`config.mk`:
```
export PLATFORM = sky130hd
export DESIGN_NAME = serial_word_receiver_p
export DESIGN_NICKNAME = d
export VERILOG_FILES = /design/src/rtl/sonar_rx_pkg.sv /design/src/rtl/strobe_sync.sv /design/src/rtl/serial_word_receiver_p.sv
export SDC_FILE = /design/constraint.sdc
export NUM_CORES = 1
export LEC_CHECK = 0
export CAP_MARGIN = 10
export CELL_PAD_IN_SITES_DETAIL_PLACEMENT = 0
export CELL_PAD_IN_SITES_GLOBAL_PLACEMENT = 1
export CORE_ASPECT_RATIO = 1.1
export CORE_MARGIN = 2
export CORE_UTILIZATION = 35
export CTS_CLUSTER_DIAMETER = 100
export DETAILED_ROUTE_END_ITERATION = 10
export GPL_TIMING_DRIVEN = 0
export PLACE_DENSITY_LB_ADDON = 0.1
export SYNTH_ARGS = -nofsm -noshare
export SYNTH_HDL_FRONTEND = slang
export SYNTH_SLANG_ARGS = --single-unit
```
`constraint.sdc`:
```
create_clock -name clk -period 2.05 [get_ports clk]
set_input_delay 0.41 -clock clk [delete_from_list [all_inputs] [get_ports clk]]
set_output_delay 0.41 -clock clk [all_outputs]
set_load 0.02 [all_outputs]
```
`src/rtl/sonar_rx_pkg.sv`:
```
// Shared constants and types for the sonar serial word receiver.
// Provides default widths/timeouts and the receive FSM state type.
package sonar_rx_pkg;

   localparam int unsigned DEF_WORD_WIDTH  = 32;
   localparam int unsigned DEF_ADDR_WIDTH  = 12;
   localparam int unsigned DEF_SYNC_STAGES = 2;
   localparam int unsigned DEF_TIMEOUT_CYC = 1024;

   typedef enum logic {
      IDLE  = 1'b0,
      SHIFT = 1'b1
   } rx_state_t;

endpackage

```
`src/rtl/strobe_sync.sv`:
```
// Two-bit synchroniser (strobe, data) with registered rising-edge pulse.
// Ports: clk, reset_n (async low), clear (sync), strobe_i/data_i (async),
//        edge_o (1-clk pulse), bit_o (data sampled alongside the edge).
module strobe_sync #(
   parameter int unsigned SYNC_STAGES = 2
) (
   input  logic clk,
   input  logic reset_n,
   input  logic clear,
   input  logic strobe_i,
   input  logic data_i,
   output logic edge_o,
   output logic bit_o
);

   logic [SYNC_STAGES-1:0] stb_q;
   logic [SYNC_STAGES-1:0] dat_q;
   logic                   stb_prev_q;
   logic                   edge_q;
   logic                   bit_q;

   // Data runs through an identical chain so it stays aligned with the
   // strobe; both are registered once more with the edge pulse.
   always_ff @(posedge clk or negedge reset_n) begin
      if (!reset_n) begin
         stb_q      <= '0;
         dat_q      <= '0;
         stb_prev_q <= 1'b0;
         edge_q     <= 1'b0;
         bit_q      <= 1'b0;
      end else if (clear) begin
         stb_q      <= '0;
         dat_q      <= '0;
         stb_prev_q <= 1'b0;
         edge_q     <= 1'b0;
         bit_q      <= 1'b0;
      end else begin
         stb_q      <= {stb_q[SYNC_STAGES-2:0], strobe_i};
         dat_q      <= {dat_q[SYNC_STAGES-2:0], data_i};
         stb_prev_q <= stb_q[SYNC_STAGES-1];
         edge_q     <= stb_q[SYNC_STAGES-1] & ~stb_prev_q;
         bit_q      <= dat_q[SYNC_STAGES-1];
      end
   end

   assign edge_o = edge_q;
   assign bit_o  = bit_q;

endmodule

```
`src/rtl/serial_word_receiver_p.sv`:
```
// Serial-to-parallel word receiver with valid/ack handoff and address count.
// Ports: clk, reset_n, clear, data_strobe, data_pin, word_out, word_addr,
//        word_valid, word_ack, overrun (sticky), frame_error (1-clk pulse).
module serial_word_receiver_p
   import sonar_rx_pkg::*;
#(
   parameter int unsigned WORD_WIDTH  = DEF_WORD_WIDTH,
   parameter int unsigned ADDR_WIDTH  = DEF_ADDR_WIDTH,
   parameter int unsigned MSB_FIRST   = 0,
   parameter int unsigned SYNC_STAGES = DEF_SYNC_STAGES,
   parameter int unsigned TIMEOUT_CYC = DEF_TIMEOUT_CYC
) (
   input  logic                  clk,
   input  logic                  reset_n,
   input  logic                  clear,
   input  logic                  data_strobe,
   input  logic                  data_pin,
   output logic [WORD_WIDTH-1:0] word_out,
   output logic [ADDR_WIDTH-1:0] word_addr,
   output logic                  word_valid,
   input  logic                  word_ack,
   output logic                  overrun,
   output logic                  frame_error
);

   localparam int unsigned CW = $clog2(WORD_WIDTH);
   localparam int unsigned TW = $clog2(TIMEOUT_CYC + 1);

   logic edge_s;
   logic bit_s;

   strobe_sync #(
      .SYNC_STAGES(SYNC_STAGES)
   ) u_sync (
      .clk      (clk),
      .reset_n  (reset_n),
      .clear    (clear),
      .strobe_i (data_strobe),
      .data_i   (data_pin),
      .edge_o   (edge_s),
      .bit_o    (bit_s)
   );

   rx_state_t             state_q, state_d;
   logic [CW-1:0]         cnt_q, cnt_d;
   logic [WORD_WIDTH-1:0] sh_q, sh_d;
   logic [TW-1:0]         to_q, to_d;
   logic [WORD_WIDTH-1:0] word_q, word_d;
   logic [ADDR_WIDTH-1:0] addr_q, addr_d;
   logic [ADDR_WIDTH-1:0] nxt_q, nxt_d;
   logic                  valid_q, valid_d;
   logic                  ovr_q, ovr_d;
   logic                  ferr_q, ferr_d;

   logic [WORD_WIDTH-1:0] sh_n;
   logic                  last;

   always_ff @(posedge clk or negedge reset_n) begin
      if (!reset_n) begin
         state_q <= IDLE;
         cnt_q   <= '0;
         sh_q    <= '0;
         to_q    <= '0;
         word_q  <= '0;
         addr_q  <= '0;
         nxt_q   <= '0;
         valid_q <= 1'b0;
         ovr_q   <= 1'b0;
         ferr_q  <= 1'b0;
      end else if (clear) begin
         state_q <= IDLE;
         cnt_q   <= '0;
         sh_q    <= '0;
         to_q    <= '0;
         word_q  <= '0;
         addr_q  <= '0;
         nxt_q   <= '0;
         valid_q <= 1'b0;
         ovr_q   <= 1'b0;
         ferr_q  <= 1'b0;
      end else begin
         state_q <= state_d;
         cnt_q   <= cnt_d;
         sh_q    <= sh_d;
         to_q    <= to_d;
         word_q  <= word_d;
         addr_q  <= addr_d;
         nxt_q   <= nxt_d;
         valid_q <= valid_d;
         ovr_q   <= ovr_d;
         ferr_q  <= ferr_d;
      end
   end

   always_comb begin
      state_d = state_q;
      cnt_d   = cnt_q;
      sh_d    = sh_q;
      to_d    = to_q;
      word_d  = word_q;
      addr_d  = addr_q;
      nxt_d   = nxt_q;
      valid_d = valid_q;
      ovr_d   = ovr_q;
      ferr_d  = 1'b0;

      if (MSB_FIRST != 0) begin
         sh_n = {sh_q[WORD_WIDTH-2:0], bit_s};
      end else begin
         sh_n = {bit_s, sh_q[WORD_WIDTH-1:1]};
      end
      last = (cnt_q == CW'(WORD_WIDTH - 1));

      if (valid_q && word_ack) begin
         valid_d = 1'b0;
      end

      if (edge_s) begin
         // An edge always wins over a coincident timeout.
         to_d = '0;
         sh_d = sh_n;
         if (last) begin
            cnt_d   = '0;
            state_d = IDLE;
            if (!valid_q || word_ack) begin
               word_d  = sh_n;
               addr_d  = nxt_q;
               valid_d = 1'b1;
               nxt_d   = nxt_q + 1'b1;
            end else begin
               ovr_d = 1'b1;
            end
         end else begin
            cnt_d   = cnt_q + 1'b1;
            state_d = SHIFT;
         end
      end else begin
         unique case (state_q)
            SHIFT: begin
               if (to_q == TW'(TIMEOUT_CYC - 1)) begin
                  to_d    = '0;
                  cnt_d   = '0;
                  sh_d    = '0;
                  ferr_d  = 1'b1;
                  state_d = IDLE;
               end else begin
                  to_d = to_q + 1'b1;
               end
            end
            default: begin
               to_d = '0;
            end
         endcase
      end
   end

   assign word_out    = word_q;
   assign word_addr   = addr_q;
   assign word_valid  = valid_q;
   assign overrun     = ovr_q;
   assign frame_error = ferr_q;

endmodule

```
==> summary.md, run 1 <==
| Metric | Value |
|---|---|
| Final Cycle Share | `0.967` |
| Post-route DRC | `0` |
| Crit path from | `to_q[3]$_DFF_PN0_` |
| Critical R2R Launch | `to_q[3]$_DFF_PN0_` |
| Setup_tns | `0 ns` |
| Least-Margin Pin Slew | `between 0.5 and 0.6 ns` |
| Core ar. | `around 13,000 µm²` |
| Flops & latches, synth | `114` |
| Fmax | `505 MHz` |
| Worst vdd ir | `between 0.0005 and 0.0006 V` |
| Synth Net Count | `436` |
| Floorplan die width | `about 110 µm` |
| Pwr per Cell Area | `between 800 and 900 nW/µm²` |
| WP data required | `between 2 and 2.5 ns` |
| Rel. slew slack | `0.629` |
| Layout cells sized above 1 | `0.132` |
| Final setup skew | `0.00700 ns` |
| Maximum root-to-sink buffer count | `2` |
| Grt total ovfl | `0` |
| Distinct cells, synth | `35` |
| DR vias | `3,364` |
| Ys Warns | `0` |
| Final #Nets | `~520` |
| CTS tree | `yes` |
| Final setup violation count | `0` |
| Critical Path Fanout Max | `10` |
| Hold_ws | `approximately 0.39 ns` |
| End of the critical path | `sh_q[21]$_DFFE_PN0P_` |
| Number of H-tree levels | `4` |
| Post-synthesis cell count | `426` |
| Post-route ant nets | `0` |
| Most frequent cells in the layout | `114 x dfrtp_1, 97 x nand2_1, 52 x a21oi_1` |
| Area Overhead vs Synth | `34.6%` |
| Pre-Repair DR Iteration Count | `4` |
| Num rows | `43` |
| Largest net degree at the start of global routing | `81` |
| GP Congestion | `about 0.75` |
| Total wire length | `roughly 10 mm` |
| TritonCTS buffer count | `17` |
| CP endpoint kind | `flop` |
| Number of global-route vias before repair | `approximately 3,400` |
| Die Area | `approximately 14,000 µm²` |
| Most common cell after layout, fill and taps aside | `dfrtp_1` |
| Total power | `0.00541 W` |
| Hold Crit Class | `reg2reg` |
| Status | `finished clean` |
| Root Buffer | `clkbuf_16` |
| Routed WL per cell | `approximately 15 µm` |
| Final Hold Viols | `0` |
| Reg2Reg Capture Point | `sh_q[21]$_DFFE_PN0P_` |
| Diodes inserted | `0` |
| Max cap viols | `0` |
| Worst R2R Path Depth | `6` |
| Mapped cell area | `roughly 4600 µm²` |
| Arrival @ worst endpoint | `approximately 2.3 ns` |
| Sequential cell area fraction in the yosys report | `0.625` |
| IO Count | `53` |
| RSZ-0062 raised after global routing | `yes` |
| Crit path time final | `~2.0 ns` |
| Via density | `between 4 and 5` |
| Syn_area_per_cell | `between 10 and 15 µm²` |
| Die height | `124 µm` |
| Pins Over Slew Limit | `0` |
| Clk sinks | `roughly 110` |
| Setup CP Type | `reg2reg` |
| Initial antenna violation count | `0` |
| Clk Latency, worst-skew pair | `approximately 0.41 ns` |
| Reg2reg setup slack | `slightly below 0.07 ns` |
| Tot GR Track Use | `0.159` |
| Leak | `2.64 nW` |
| Worst setup SP type | `flop` |
| First-pass GRT wire length | `17.2 mm` |
| Clk slew on worst S/H paths | `approximately 0.050 ns` |
| Starting DRT DRC Count | `roughly 110` |
| Initial Util | `0.361` |
| PortBufs | `between 50 and 60` |
| Dpl hpwl | `about 6.6 mm` |
-- synthesized netlist by cell type --
library cell / instances / area share
buf_6: 4 / 0.0099
a22o_1: 34 / 0.065
xor2_1: 6 / 0.012
nand3_1: 9 / 0.0099
and4_1: 2 / 0.0038
nand3_2: 1 / 0.0022
o31a_1: 1 / 0.0019
nor4b_1: 1 / 0.0019
nor2b_1: 10 / 0.014
nor3_1: 6 / 0.0066
and3_1: 1 / 0.0014
or3_1: 2 / 0.0027
o31ai_1: 3 / 0.0049
inv_1: 7 / 0.0058
nand3b_1: 1 / 0.0016
or4_4: 1 / 0.0025
nor2_1: 19 / 0.016
a21oi_1: 52 / 0.057
a21o_1: 1 / 0.0016
nor4_1: 1 / 0.0014
ha_1: 4 / 0.011
or2_2: 1 / 0.0014
and2_1: 2 / 0.0027
nand2_1: 100 / 0.082
o21bai_2: 1 / 0.0025
nand4_1: 4 / 0.0055
xnor2_1: 8 / 0.015
dfrtp_1: 114 / 0.63
o21ai_0: 3 / 0.0033
mux2_2: 2 / 0.0049
nor3b_1: 1 / 0.0016
or4_1: 3 / 0.0049
clkbuf_1: 18 / 0.015
nand2b_1: 1 / 0.0014
buf_1: 2 / 0.0016
-- worst min-delay path by stage --
stage	start	endpoint	slack, ns	cells past startpoint
6_report	u_sync.stb_prev_q$_DFF_PN0_	u_sync.edge_o$_DFF_PN0_	0.39	1
5_1_grt	u_sync.stb_prev_q$_DFF_PN0_	u_sync.edge_o$_DFF_PN0_	0.40	1
4_1_cts	u_sync.stb_prev_q$_DFF_PN0_	u_sync.edge_o$_DFF_PN0_	0.40	1
2_1_floorplan	reset_n	cnt_q[0]$_DFFE_PN0P_	0.11	0
3_5_place_dp	reset_n	word_addr[10]$_DFFE_PN0P_	0.33	1
3_3_place_gp	u_sync.stb_prev_q$_DFF_PN0_	u_sync.edge_o$_DFF_PN0_	0.39	1
-- repair_timing --
item,CTS,global route
hold buffers,1,0
gates cloned,0,1
endpoints found under the hold margin,34,0
setup buffers,2,7
endpoints found under the setup margin,79,75
gates resized for setup,25,10
pin swaps,1,2
-- cell type report --
cell class / instances / area, µm²
fill: 1226 / 6500
sequential: 114 / 2850
multi-input combinational: 281 / 1600
timing repair buffer: 64 / 664
clock buffer: 28 / 547
tap: 157 / 196
buffer: 24 / 184
clock inverter: 3 / 65.1
inverter: 7 / 26.3
-- cell families (layout without fill, tap and decap cells) --
family | Yosys count | in the layout | synth area share
AO/OA/AOI/OAI | 95 | 95 | 0.137
XOR/XNOR | 14 | 14 | 0.0269
adder cells (fa/ha/maj) | 4 | 4 | 0.0110
buffers and inverters | 31 | 126 | 0.0321
flip-flops | 114 | 114 | 0.625
multiplexers | 2 | 2 | 0.00494
AND/OR/NAND/NOR | 166 | 166 | 0.163
-- through the flow --
step	instance area [µm²]	std cells	setup slack (ns)	util
2_1_floorplan	4560	426	-0.0353	-
3_3_place_gp	5280	635	-3.96	0.418
3_5_place_dp	5310	636	-0.647	0.420
4_1_cts	6030	670	-0.000927	0.477
5_1_grt	6140	678	-0.00690	0.486
6_report	6140	678	0.0679	0.486
-- power by group --
part           total [W]  switching [W]  leakage (nW)  internal (W)
registers        0.00226     0.00000291          1.59       0.00226
logic           0.000141      0.0000975         0.744     0.0000438
clock network    0.00300       0.000967         0.303       0.00204
total            0.00541        0.00107          2.64       0.00434
-- per-layer routing --
metal | global-route usage | up-vias | share of wire
met5 | 0 | - | 0
met4 | 0.0732 | 0 | 0.020
met3 | 0.0467 | 12 | 0.039
met2 | 0.246 | 59 | 0.46
met1 | 0.209 | 1663 | 0.48
li1 | - | 1630 | -
-- registers in the layout, summed over array words and instances (netlist names) --
name / count
u_sync.edge_o: 1
to_q: 11
u_sync.stb_q: 2
cnt_q: 5
state_q: 1
word_addr: 12
word_out: 32
frame_error: 1
sh_q: 31
u_sync.stb_prev_q: 1
u_sync.bit_o: 1
word_valid: 1
u_sync.dat_q: 2
overrun: 1
nxt_q: 12
-- worst max-delay path, stage by stage, from the launching register on --
cell and delay (ns):
dfrtp_1 0.40, nand3_2 0.16, or4_4 0.56, o31a_1 0.26, buf_6 0.15, buf_6 0.14
a22o_1 0.18
Note: power is estimated with default switching activity, not from simulation.
==> run 2: changes to the inputs <==
ABC_AREA = 1   (was unset)
CAP_MARGIN = 20   (was 10)
==> summary.md, run 2 <==
| Metric | Value |
|---|---|
| Die Area | `14,900 µm²` |
| Initial Util | `0.356` |
| Setup CP Type | `in2reg` |
| Number of placed instances, taps included | `approximately 780` |
| Root Buffer | `clkbuf_16` |
| Routed WL per cell | `13.8 µm` |
| Pwr per Cell Area | `841 nW/µm²` |
| Worst R2R Path Depth | `12` |
| Sequential cell area fraction in the yosys report | `0.584` |
| Post-route cell area | `roughly 6300 µm²` |
| Max cap viols | `0` |
| Final setup skew | `0.00867 ns` |
| Reg2Reg Capture Point | `word_out[30]$_DFFE_PN0P_` |
| Tot GR Track Use | `0.168` |
| Hold Path Cell Cnt | `1` |
| Non-filler cells, final | `between 800 and 900` |
| Final setup violation count | `0` |
| TritonCTS buffer count | `17` |
| Cells along the critical path | `clkdlybuf4s50_1 -> inv_1 -> buf_2 -> clkbuf_1 -> nand3_1 -> nand2_1` |
| Area Overhead vs Synth | `29.5%` |
| Leak | `3.11 nW` |
| WP buf/inv | `4` |
| Number of H-tree levels | `4` |
| Synth area leader | `dfrtp_1` |
| Most common cell after layout, fill and taps aside | `nand2_1` |
| Hold endpoint | `u_sync.edge_o$_DFF_PN0_` |
| Top post-synthesis cells by area | `dfrtp_1 58%, nand3_1 11%, nand2_1 11%, nor2_1 2.9%, inv_1 2.1%` |
| Num rows | `45` |
| Pins Over Slew Limit | `0` |
| Reg2reg setup slack | `about 0.17 ns` |
| Worst setup SP type | `input pin` |
| Max incr delay on CP | `0.57 ns` |
| DR vias | `around 3,800` |
| Fraction of registers with async set or reset after synthesis | `1.00` |
| Crit path max-delay cell type | `clkdlybuf4s50_1` |
| Starting DRT DRC Count | `between 150 and 200` |
| CTS tree | `yes` |
| Final Hold Viols | `0` |
| Placed cell area | `~5700 µm²` |
| Max reg flops | `32` |
| Clk Latency, worst-skew pair | `roughly 0.41 ns` |
| Distinct cells, synth | `27` |
| Flops & latches, synth | `about 110` |
| Top-area cell type share of the netlist area | `0.584` |
| Maximum root-to-sink buffer count | `2` |
| Hold Crit Class | `reg2reg` |
| Post-route DRC | `0` |
| Via density | `about 4.8` |
| Most common cell in the synthesized netlist | `nand2_1` |
| Post-route ant nets | `0` |
| Die height | `128 µm` |
| Pre-Repair DR Iteration Count | `4` |
| Synth top cells by count | `141 x nand2_1, 114 x dfrtp_1, 106 x nand3_1, 38 x nor2_1, 27 x inv_1` |
| Floorplan die width | `approximately 120 µm` |
| Worst vdd ir | `slightly above 0.0005 V` |
| IO Count | `53` |
| First-pass GRT wire length | `19.2 mm` |
| Initial antenna violation count | `0` |
| Status | `finished clean` |
| Fmax | `approximately 520 MHz` |
| WP data required | `2.40 ns` |
| Diodes inserted | `0` |
| Post-synthesis cell count | `around 540` |
| Rel. slew slack | `0.640` |
| RSZ-0062 raised after global routing | `no` |
| Critical R2R Launch | `cnt_q[0]$_DFFE_PN0P_` |
| Crit path time final | `between 1.5 and 2 ns` |
| Synth Net Count | `545` |
| Number of global-route vias before repair | `~3,800` |
| PortBufs | `52` |
| Critical Path Fanout Max | `10` |
| Least-Margin Pin Slew | `approximately 0.54 ns` |
| Most frequent cells in the layout | `141 x nand2_1, 114 x dfrtp_1, 106 x nand3_1` |
| Clk sinks | `114` |
| Worst Min Path Start | `u_sync.stb_prev_q$_DFF_PN0_` |
| Arrival @ worst endpoint | `between 2 and 2.5 ns` |
| Grt total ovfl | `0` |
| CP endpoint kind | `flop` |
| Clk slew on worst S/H paths | `0.05 ns` |
| Dpl hpwl | `around 7.4 mm` |
| Post-synth EDFFs | `0` |
| Syn_area_per_cell | `approximately 9.1 µm²` |
| GP Congestion | `slightly above 0.7` |
| Layout cells sized above 1 | `0.115` |
| Largest net degree at the start of global routing | `82` |
| Ys flop type | `dfrtp_1` |
| Mapped cell area | `4890 µm²` |
| Final #Nets | `~620` |
| Total wire length | `11.2 mm` |
| Final Cycle Share | `0.936` |
| CP delay by family, top | `buffers and inverters` |
| Core ar. | `around 14,000 µm²` |
| Ys Warns | `0` |
[run 2: logic make-up after synthesis]
| logic type | after synthesis | synth area share |
|---|---|---|
| xor gates and xnor gates | 7 | 0.0125 |
| and+or+nand+nor | 316 | 0.301 |
| buffers and inverters | 59 | 0.0555 |
| DFF | 114 | 0.584 |
| adders and majority gates | 4 | 0.0102 |
| AOI/OAI and AO/OA | 35 | 0.0374 |
[run 2: how the worst max path moves through the flow]
| stage | startpoint | endpoint | slack [ns] | cells after the start |
|---|---|---|---|---|
| CTS | cnt_q[0]$_DFFE_PN0P_ | word_out[18]$_DFFE_PN0P_ | 0.004 | 12 |
| detailed placement | clear | word_out[2]$_DFFE_PN0P_ | -0.27 | 6 |
| global placement | reset_n | word_out[7]$_DFFE_PN0P_ | -3.98 | 1 |
| global route | cnt_q[0]$_DFFE_PN0P_ | word_addr[4]$_DFFE_PN0P_ | 0.001 | 11 |
| floorplan | cnt_q[0]$_DFFE_PN0P_ | word_out[13]$_DFFE_PN0P_ | 0.38 | 12 |
| finish | clear | word_out[2]$_DFFE_PN0P_ | 0.13 | 6 |
[run 2: where the power goes]
part / internal (W) / switching (W)
combinational: 0.0000374 / 0.000130
sequential: 0.00226 / 0.00000320
clock: 0.00193 / 0.000962
[run 2: repair_timing]
item / CTS / global route
hold endpoints to repair: 33 / 0
endpoints found under the setup margin: 30 / 42
hold buffers: 1 / 0
gates resized for setup: 4 / 18
buffers inserted: 0 / 1
[run 2: per-stage QoR]
stage | total power (W) | hold slack (ns) | util | setup WS, ns | TNS [ns]
finish | 0.00532 | 0.404 | 0.461 | 0.132 | 0
global route | 0.00554 | 0.426 | 0.461 | 0.00130 | 0
CTS | 0.00541 | 0.404 | 0.457 | 0.00395 | 0
detailed placement | 0.00247 | 0.330 | 0.413 | -0.271 | -3.84
global placement | 0.00246 | 0.389 | 0.411 | -3.98 | -458.59
floorplan | 0.00237 | 0.114 | - | 0.378 | 0
[run 2: cell type report]
class | count | area [µm²]
buffer | 29 | 205
clock buffer | 25 | 505
clock inverter | 5 | 75.1
fill | 1380 | 7410
inverter | 30 | 118
multi-input combinational | 362 | 1770
sequential | 114 | 2850
tap | 188 | 235
timing repair buffer | 55 | 567
[run 2: routing by layer]
metal / share of wire / vias to the layer above / global-route usage
li1: - / 1915 / -
met1: 0.50 / 1822 / 0.241
met2: 0.44 / 83 / 0.238
met3: 0.040 / 18 / 0.0416
met4: 0.020 / 0 / 0.0810
met5: 0 / - / 0
